`src/rtl/alu_div_pkg.sv`:
```
// alu_div_pkg: shared types and constants for the iterative RV32M divider
package alu_div_pkg;

    typedef enum logic [1:0] {
        DIV  = 2'b00,
        DIVU = 2'b01,
        REM  = 2'b10,
        REMU = 2'b11
    } div_op_e;

    typedef enum logic [2:0] {
        IDLE,
        PREP,
        CALC,
        FIX,
        DONE
    } div_state_e;

    localparam int unsigned DIV_ITERS  = 32;
    localparam logic [31:0] DIV_ZERO_Q = 32'hFFFF_FFFF;
    localparam logic [31:0] INT_MIN    = 32'h8000_0000;

endpackage

```
`src/rtl/alu_div_step.sv`:
```
// alu_div_step: one restoring shift-subtract iteration producing a quotient bit
module alu_div_step #(
    parameter int W = 32
) (
    input  logic [W-1:0] r_i,
    input  logic         q_msb_i,
    input  logic [W-1:0] divisor_i,
    output logic [W-1:0] r_o,
    output logic         q_bit_o
);

    logic [W:0]   rs;
    logic [W-1:0] diff;

    // the shifted remainder is always below twice the divisor, so the
    // difference fits in W bits whenever the subtraction is taken
    assign rs      = {r_i, q_msb_i};
    assign diff    = rs[W-1:0] - divisor_i;
    assign q_bit_o = rs >= {1'b0, divisor_i};
    assign r_o     = q_bit_o ? diff : rs[W-1:0];

endmodule

```
`src/rtl/alu_iter_divider.sv`:
```
// alu_iter_divider: iterative signed/unsigned divide and remainder, one quotient bit per clock
module alu_iter_divider
    import alu_div_pkg::*;
#(
    parameter int DATA_W = 32
) (
    input  logic              i_clk,
    input  logic              i_reset,
    input  logic              i_start,
    input  logic [1:0]        i_op,
    input  logic [DATA_W-1:0] i_a,
    input  logic [DATA_W-1:0] i_b,
    output logic              o_busy,
    output logic              o_valid,
    output logic [DATA_W-1:0] o_result
);

    div_state_e        state_q, state_d;
    div_op_e           op_q, op_d;
    logic [DATA_W-1:0] a_q, a_d, b_q, b_d, r_q, r_d, q_q, q_d, res_q, res_d;
    logic [4:0]        cnt_q, cnt_d;
    logic              nq_q, nq_d, nr_q, nr_d;
    logic [DATA_W-1:0] step_r, abs_a, abs_b, sel;
    logic              step_bit, sgn, is_rem, ovf;

    assign sgn    = ~op_q[0];
    assign is_rem = op_q[1];
    assign abs_a  = (sgn && a_q[DATA_W-1]) ? -a_q : a_q;
    assign abs_b  = (sgn && b_q[DATA_W-1]) ? -b_q : b_q;
    assign ovf    = sgn && a_q == INT_MIN && b_q == DIV_ZERO_Q;
    assign sel    = is_rem ? r_q : q_q;

    alu_div_step #(.W(DATA_W)) u_step (
        .r_i      (r_q),
        .q_msb_i  (q_q[DATA_W-1]),
        .divisor_i(b_q),
        .r_o      (step_r),
        .q_bit_o  (step_bit)
    );

    // next-state and datapath updates for the IDLE/PREP/CALC/FIX/DONE sequence
    always_comb begin
        state_d = state_q;
        op_d    = op_q;
        a_d     = a_q;
        b_d     = b_q;
        r_d     = r_q;
        q_d     = q_q;
        cnt_d   = cnt_q;
        nq_d    = nq_q;
        nr_d    = nr_q;
        res_d   = res_q;
        case (state_q)
            IDLE: if (i_start) begin
                state_d = PREP;
                op_d    = div_op_e'(i_op);
                a_d     = i_a;
                b_d     = i_b;
            end
            PREP: begin
                nq_d  = sgn & (a_q[DATA_W-1] ^ b_q[DATA_W-1]);
                nr_d  = sgn & a_q[DATA_W-1];
                r_d   = '0;
                q_d   = abs_a;
                b_d   = abs_b;
                cnt_d = '0;
                if (b_q == '0) begin
                    res_d   = is_rem ? a_q : DIV_ZERO_Q;
                    state_d = DONE;
                end else if (ovf) begin
                    res_d   = is_rem ? '0 : INT_MIN;
                    state_d = DONE;
                end else begin
                    state_d = CALC;
                end
            end
            CALC: begin
                r_d     = step_r;
                q_d     = {q_q[DATA_W-2:0], step_bit};
                cnt_d   = cnt_q + 5'd1;
                state_d = (cnt_q == 5'(DIV_ITERS - 1)) ? FIX : CALC;
            end
            FIX: begin
                res_d   = (is_rem ? nr_q : nq_q) ? -sel : sel;
                state_d = DONE;
            end
            DONE:    state_d = IDLE;
            default: state_d = IDLE;
        endcase
    end

    // state and datapath registers; reset aborts any operation in flight
    always_ff @(posedge i_clk or posedge i_reset) begin
        if (i_reset) begin
            state_q <= IDLE;
            op_q    <= DIV;
            a_q     <= '0;
            b_q     <= '0;
            r_q     <= '0;
            q_q     <= '0;
            cnt_q   <= '0;
            nq_q    <= 1'b0;
            nr_q    <= 1'b0;
            res_q   <= '0;
        end else begin
            state_q <= state_d;
            op_q    <= op_d;
            a_q     <= a_d;
            b_q     <= b_d;
            r_q     <= r_d;
            q_q     <= q_d;
            cnt_q   <= cnt_d;
            nq_q    <= nq_d;
            nr_q    <= nr_d;
            res_q   <= res_d;
        end
    end

    assign o_busy   = state_q != IDLE;
    assign o_valid  = state_q == DONE;
    assign o_result = res_q;

endmodule

```
`config.mk`:
```
export PLATFORM = sky130hd
export DESIGN_NAME = alu_iter_divider
export DESIGN_NICKNAME = d
export VERILOG_FILES = /design/src/rtl/alu_div_pkg.sv /design/src/rtl/alu_div_step.sv /design/src/rtl/alu_iter_divider.sv
export SDC_FILE = /design/constraint.sdc
export NUM_CORES = 1
export LEC_CHECK = 0
export CORE_UTILIZATION = 40
export CTS_BUF_LIST = sky130_fd_sc_hd__clkbuf_8 sky130_fd_sc_hd__clkbuf_16
export DETAILED_ROUTE_END_ITERATION = 10
export PLACE_DENSITY_LB_ADDON = 0.12
export SLEW_MARGIN = 20
export SYNTH_ARGS = -nofsm -noshare
export SYNTH_HDL_FRONTEND = slang
export SYNTH_HIERARCHICAL = 1
export SYNTH_SLANG_ARGS = --single-unit
```
`constraint.sdc`:
```
create_clock -name i_clk -period 6.4 [get_ports i_clk]
set_clock_uncertainty 0.15 [all_clocks]
set_input_delay 1.28 -clock i_clk [delete_from_list [all_inputs] [get_ports i_clk]]
set_output_delay 1.28 -clock i_clk [all_outputs]
set_load 0.1 [all_outputs]
```
# ---- Yosys cells after proc, flatten, opt, wreduce, memory -nomap -nowiden
# Cells that the tools add are included.
# W data, S select, Z words.
dict set report op_classes {
  addsub 5
  multipliers 0
  n_div 0
  n_lt_le_gt_ge 1
  n_eq_ne 10
  n_shift 0
  n_mux 21
  bitwise_logic 4
  reduce_logical 13
}
# cell n
set op_table {}
lappend op_table {{$mux W32} 10}
lappend op_table {{$pmux W32 S2} 4}
lappend op_table {{$neg A32 Y32} 3}
lappend op_table {{$eq A32 B32 Y1 const B} 2}
lappend op_table {{$ge A33 B32 Y1} 1}
lappend op_table {{$logic_not A32 Y1} 1}
lappend op_table {{$sub A32 B32 Y32} 1}
lappend op_table {{$pmux W3 S4} 1}
lappend op_table {{$pmux W5 S2} 1}
lappend op_table {{$mux W3} 3}
lappend op_table {{$eq A3 B2 Y1 const B} 2}
lappend op_table {{$reduce_bool A2 Y1} 3}
lappend op_table {{$add A5 B1 Y5 const B} 1}
lappend op_table {{$eq A5 B5 Y1 const B} 1}
lappend op_table {{$logic_and A1 B1 Y1} 4}
lappend op_table {{$ne A2 B2 Y1 const B} 2}
lappend op_table {{$reduce_and A2 Y1} 2}
lappend op_table {{$eq A3 B1 Y1 const B} 1}
lappend op_table {{$eq A3 B3 Y1 const B} 1}
lappend op_table {{$logic_not A3 Y1} 1}
lappend op_table {{$ne A3 B3 Y1 const B} 1}
lappend op_table {{$reduce_and A3 Y1} 1}
lappend op_table {{$reduce_bool A3 Y1} 1}
lappend op_table {{$and A1 B1 Y1} 2}
lappend op_table {{3 further kinds} 4}
dict set report word_totals {
  register_bits 172
  latch_bits 0
  ramBits 0
  mem_bits_ro 0
  in_bits 69
  output_inout_bits 34
  wordCells 64
  memories 0
}

# ---- Longest topological paths before layout
dict set report depth {
  word_depth 6
  ltp_mapped 15
  ltp_nobuf 12
}

# ---- Hierarchy
# The synthesis kept the hierarchy.
# module instances cells_per_inst area_per_inst_um2 seq_area_each_um2
set modules_own_cells {}
lappend modules_own_cells {alu_iter_divider 1 1063 10000.8 4304.1}
lappend modules_own_cells {alu_div_step 1 341 2342.2 0.0}

# ---- Least setup slack after synthesis
# Ideal clock, no wire load.
dict set report synth_path {
  path_kind {register to output}
  startpoint {register state_q[1]}
  endpoint {output port o_valid}
  arrival_ns 2.980
  t_required_ns 4.970
  path_slack_ns 1.990
  stages_incl_launch_ff 4
  n_path_buf 2
  cell_sequence {dfrtp_1 -> clkbuf_1 -> clkbuf_1 -> nor3b_1}
}
dict set report synth_via {
  elab_chain_cells 1
}
# item line
set synth_rtl {}
lappend synth_rtl {{from (decl)} alu_iter_divider.sv:18} ;# div_state_e state_q, state_d;
lappend synth_rtl {{from (signal assigned)} alu_iter_divider.sv:106} ;# state_q <= state_d;
lappend synth_rtl {{$eq A3 B3 Y1} alu_iter_divider.sv:120} ;# assign o_valid = state_q == DONE;
lappend synth_rtl {{to (decl)} alu_iter_divider.sv:14} ;# output logic o_valid,
# No other way between the ends.

# ---- Final worst setup path
dict set report layout_path {
  startpoint {register b_q[3]}
  endpoint {register r_q[28]}
}
dict set report layout_via {
  elab_chain_cells 3
  elab_cells_between_ends 4
  classes_between {1 x add/sub; 1 x order compare; 2 x mux}
}
# item line
set layout_rtl {}
lappend layout_rtl {{from (decl)} alu_iter_divider.sv:20} ;# logic [DATA_W-1:0] a_q, a_d, b_q, b_d, r_q, r_d, q_q, q_d, res_q, res_d;
lappend layout_rtl {{from (signal assigned)} alu_iter_divider.sv:98} ;# b_q <= '0;
lappend layout_rtl {{from (signal assigned)} alu_iter_divider.sv:109} ;# b_q <= b_d;
lappend layout_rtl {{$ge A33 B32 Y1} alu_div_step.sv:19} ;# assign q_bit_o = rs >= {1'b0, divisor_i};
lappend layout_rtl {{via step_bit} alu_iter_divider.sv:24} ;# logic step_bit, sgn, is_rem, ovf;
lappend layout_rtl {{$mux W32} alu_div_step.sv:20} ;# assign r_o = q_bit_o ? diff : rs[W-1:0];
lappend layout_rtl {{via step_r[28]} alu_iter_divider.sv:23} ;# logic [DATA_W-1:0] step_r, abs_a, abs_b, sel;
lappend layout_rtl {{$pmux W32 S2} alu_iter_divider.sv:53} ;# case (state_q)
lappend layout_rtl {{to (signal assigned)} alu_iter_divider.sv:110} ;# r_q <= r_d;
lappend layout_rtl {{to (decl)} alu_iter_divider.sv:20}
# The timed path passes the listed nets, and every way through them passes these cells.
# A chain may end at the register's enable or synchronous reset.

==> results.ini <==
[status]
status = finished clean

[global_routing]
grt_max_degree = 92
grt_pass1_vias = 11000
grt_overflow = 0
grt_pass1_wl_um = 64800
antenna_found_initial = 0
track_usage_pct = 26.9

[synthesis]
yosys.area_share.simple_pct = 17.4
synth_fa_ha_area_share_pct = 4.01
ys_ff_latch = 172
syn_area_per_cell_um2 = 8.79
ys.flop_type = dfrtp_1
synth_xor_area_share_pct = 5.61
syn_inst = 1404
syn_area_um2 = 12300
synth_nets = 1512
seq_area_frac_synth_pct = 34.9
synthMuxAreaShare_pct = 8.13
synth_top_family_by_area = compound AO/OA/AOI/OAI gates
ys_types = 89
synth_edf_count = 0
synth-compound-area-share_pct = 24.6
yosys_warnings = 6
synthArstFlopShare_pct = 100

[worst_setup_path]
path_delay_family = compound AO/OA/AOI/OAI gates
crit_slowest_cell = and2_1
crit_chain = inv_1 > ha_1 > a21o_1 > a21oi_1 > a211oi_1 > o2111ai_1 > nand3_2 > a31oi_4 > and2_1 > inv_6 > mux2_4 > a22o_1
cp_slowest_stage_delay_ns = 0.65
worst_setup_path_start_kind = flip-flop
worstPathMaxFanout = 18
arrival_ns = 4.46
worstSetupEndpointType = flip-flop
worstPathRequired_ns = 6.57
path_buf_inv = 2
criticalPathCategory = flip-flop to flip-flop

[detailed_routing]
vias_per_cell = 6.31
ant_nets = 0
drt-initial-drc-count = 1235
wirelength_um = 41700
first_pass_iters = 7
avgRoutedWirePerCell_um = 22.5
routed-via-count = 11700
drc = 0

[layout]
final_nets = 1558
synthToLayoutAreaGrowth_pct = 15.6
instances_no_fill = 1853
final_util_pct = 47.5
drive_gt1_share_pct = 9.98
antenna_cells = 0
multi_input_area_um2 = 7410
seqCellArea_um2 = 4310
n_fill_cell = 2896

[timing]
worstMarginPinSlew_ns = 1.16
final.min_clock_period_ns = 4.29
setup_viol = 0
grt_setup_unrepaired = no
slew-limit-headroom_pct = 22.1
period_share_pct = 67.1
tns_ns = 0
fmax_mhz = 233
hold_viol = 0
slew_viol_final = 0

[clock_network]
post_cts_buffers = 0
htreeDepth = 4
postCtsHoldBufs = 0
cts_sinks = 172
cts_made_buffers = 17
root_buffer = clkbuf_16
cts_resized = 0
ctsLongestPathBuffers = 2
cts.clk_slew.worst_paths_ns = 0.08
clk_latency_ns = 0.46
cts_tree = done

[floorplanning]
die-area_um2 = 31600
rows = 63
core_area_um2 = 30000
die_w_um = 178
io_pins = 103
initial_core_util_pct = 41.1
die_h_um = 178

[pwr]
switching_share_pct = 53.2
switchingPower_uw = 4130
comb_power_share_pct = 55.8
power_density_nw_per_um2 = 545
internal_power_uw = 3640
peakVddDrop_uv = 385
p_seq_share_pct = 29.7
p_clk_share_pct = 14.5
p_leak_uw = 0.00607
report.power.total_uw = 7770

[place]
dp_hpwl_um = 29600
placed_cells = 1821
gp_congestion = 0.926
port_buffers = 102

[flow_run]
cap_violations = 0

[hold_path]
min_path_type = flip-flop to flip-flop

-- cell usage in the layout (no fill, tap or decap), drive strengths merged, types with 43 or more instances in the layout --
master           n
mux2            58
clkdlybuf4s50  102
a21oi          106
a22oi           53
o21ai          106
nor2            90
nand2           88
nand3           43
dfrtp          172
inv             79
-- final cells by class --
class / instances / area share, %
clock buffers: 17 / 2.98
clock inverters: 15 / 1.36
inverters: 72 / 1.96
multi-input cells: 1069 / 51.9
flip-flops and latches: 172 / 30.2
well taps: 390 / 3.42
repair buffers: 118 / 8.14
-- stage by stage --
stage / instance area, µm² / hold slack (ns) / setup slack [ns]
CTS: 14300 / 0.342 / 2.20
global placement: 13600 / 0.320 / 2.38
floorplan: 12300 / 0.299 / 0.310
detailed placement: 13600 / 0.323 / 2.22
finish: 14300 / 0.341 / 2.11
global route: 14300 / 0.362 / 1.90
-- synth_stat cells, types with 12 or more instances --
| cell | n | share of area (%) |
|---|---|---|
| nor3_1 | 25 | 1.0 |
| o22ai_1 | 16 | 0.81 |
| nand2b_1 | 12 | 0.61 |
| clkbuf_1 | 62 | 1.9 |
| a22oi_1 | 51 | 3.1 |
| o31ai_1 | 14 | 0.85 |
| a31oi_1 | 38 | 1.9 |
| ha_1 | 38 | 3.9 |
| a22o_1 | 34 | 2.4 |
| nand3_1 | 42 | 1.7 |
| a21o_1 | 15 | 0.91 |
| nor2_1 | 90 | 2.7 |
| or3_1 | 18 | 0.91 |
| nor4_1 | 22 | 1.1 |
| inv_1 | 71 | 2.2 |
| o21ai_0 | 104 | 4.2 |
| mux2i_1 | 32 | 2.6 |
| dfrtp_1 | 172 | 35 |
| nand2_1 | 88 | 2.7 |
| and2_1 | 12 | 0.61 |
| nand4_1 | 24 | 1.2 |
| xor2_1 | 39 | 2.8 |
| mux2_2 | 47 | 4.3 |
| buf_2 | 17 | 0.69 |
| a21oi_1 | 104 | 4.2 |
| xnor2_1 | 40 | 2.8 |
-- power by group through the flow --
stage	clock network [µW]	registers [µW]	logic, µW
floorplan	0	2630	2700
global placement	0	2290	4240
detailed placement	0	2310	4270
CTS	1140	2290	4300
global route	1180	2380	4680
finish	1120	2310	4340
-- layer usage --
metal,share of wire (%),GRT usage (%),up-vias
li1,-,-,5336
met1,47,39.7,5790
met2,44,39.7,515
met3,7.3,4.99,55
met4,2.0,7.30,0
met5,0,0,-
-- state kept, by name, indices dropped and copies added, names as in the netlist, 2 cells and up --
register and count:
o_result 32, op_q 2, a_q 32, r_q 32, b_q 32, cnt_q 5, state_q 3, q_q 32
-- cell families after synthesis --
group                      Yosys count
muxes                               90
adders and majority gates           39
xor gates and xnor gates            79
buffers and inverters              163
AOI/OAI and AO/OA                  458
and+or+nand+nor                    403
DFF                                172
-- path summary, 6_finish.rpt --
| check | to | slack (ns) | cells past startpoint | from |
|---|---|---|---|---|
| setup / recovery | r_q[28] | 2.11 | 12 | b_q[3] |
| hold / removal | cnt_q[3] | 0.34 | 1 | cnt_q[3] |
| setup reg to reg | r_q[28] | 2.11 | 12 | b_q[3] |
| hold reg to reg | cnt_q[3] | 0.34 | 1 | cnt_q[3] |
| max in group asynchronous | op_q[1] | 3.88 | 3 | i_reset |
| min in group asynchronous | r_q[20] | 1.19 | 2 | i_reset |
Note: power is estimated with default switching activity, not from simulation.
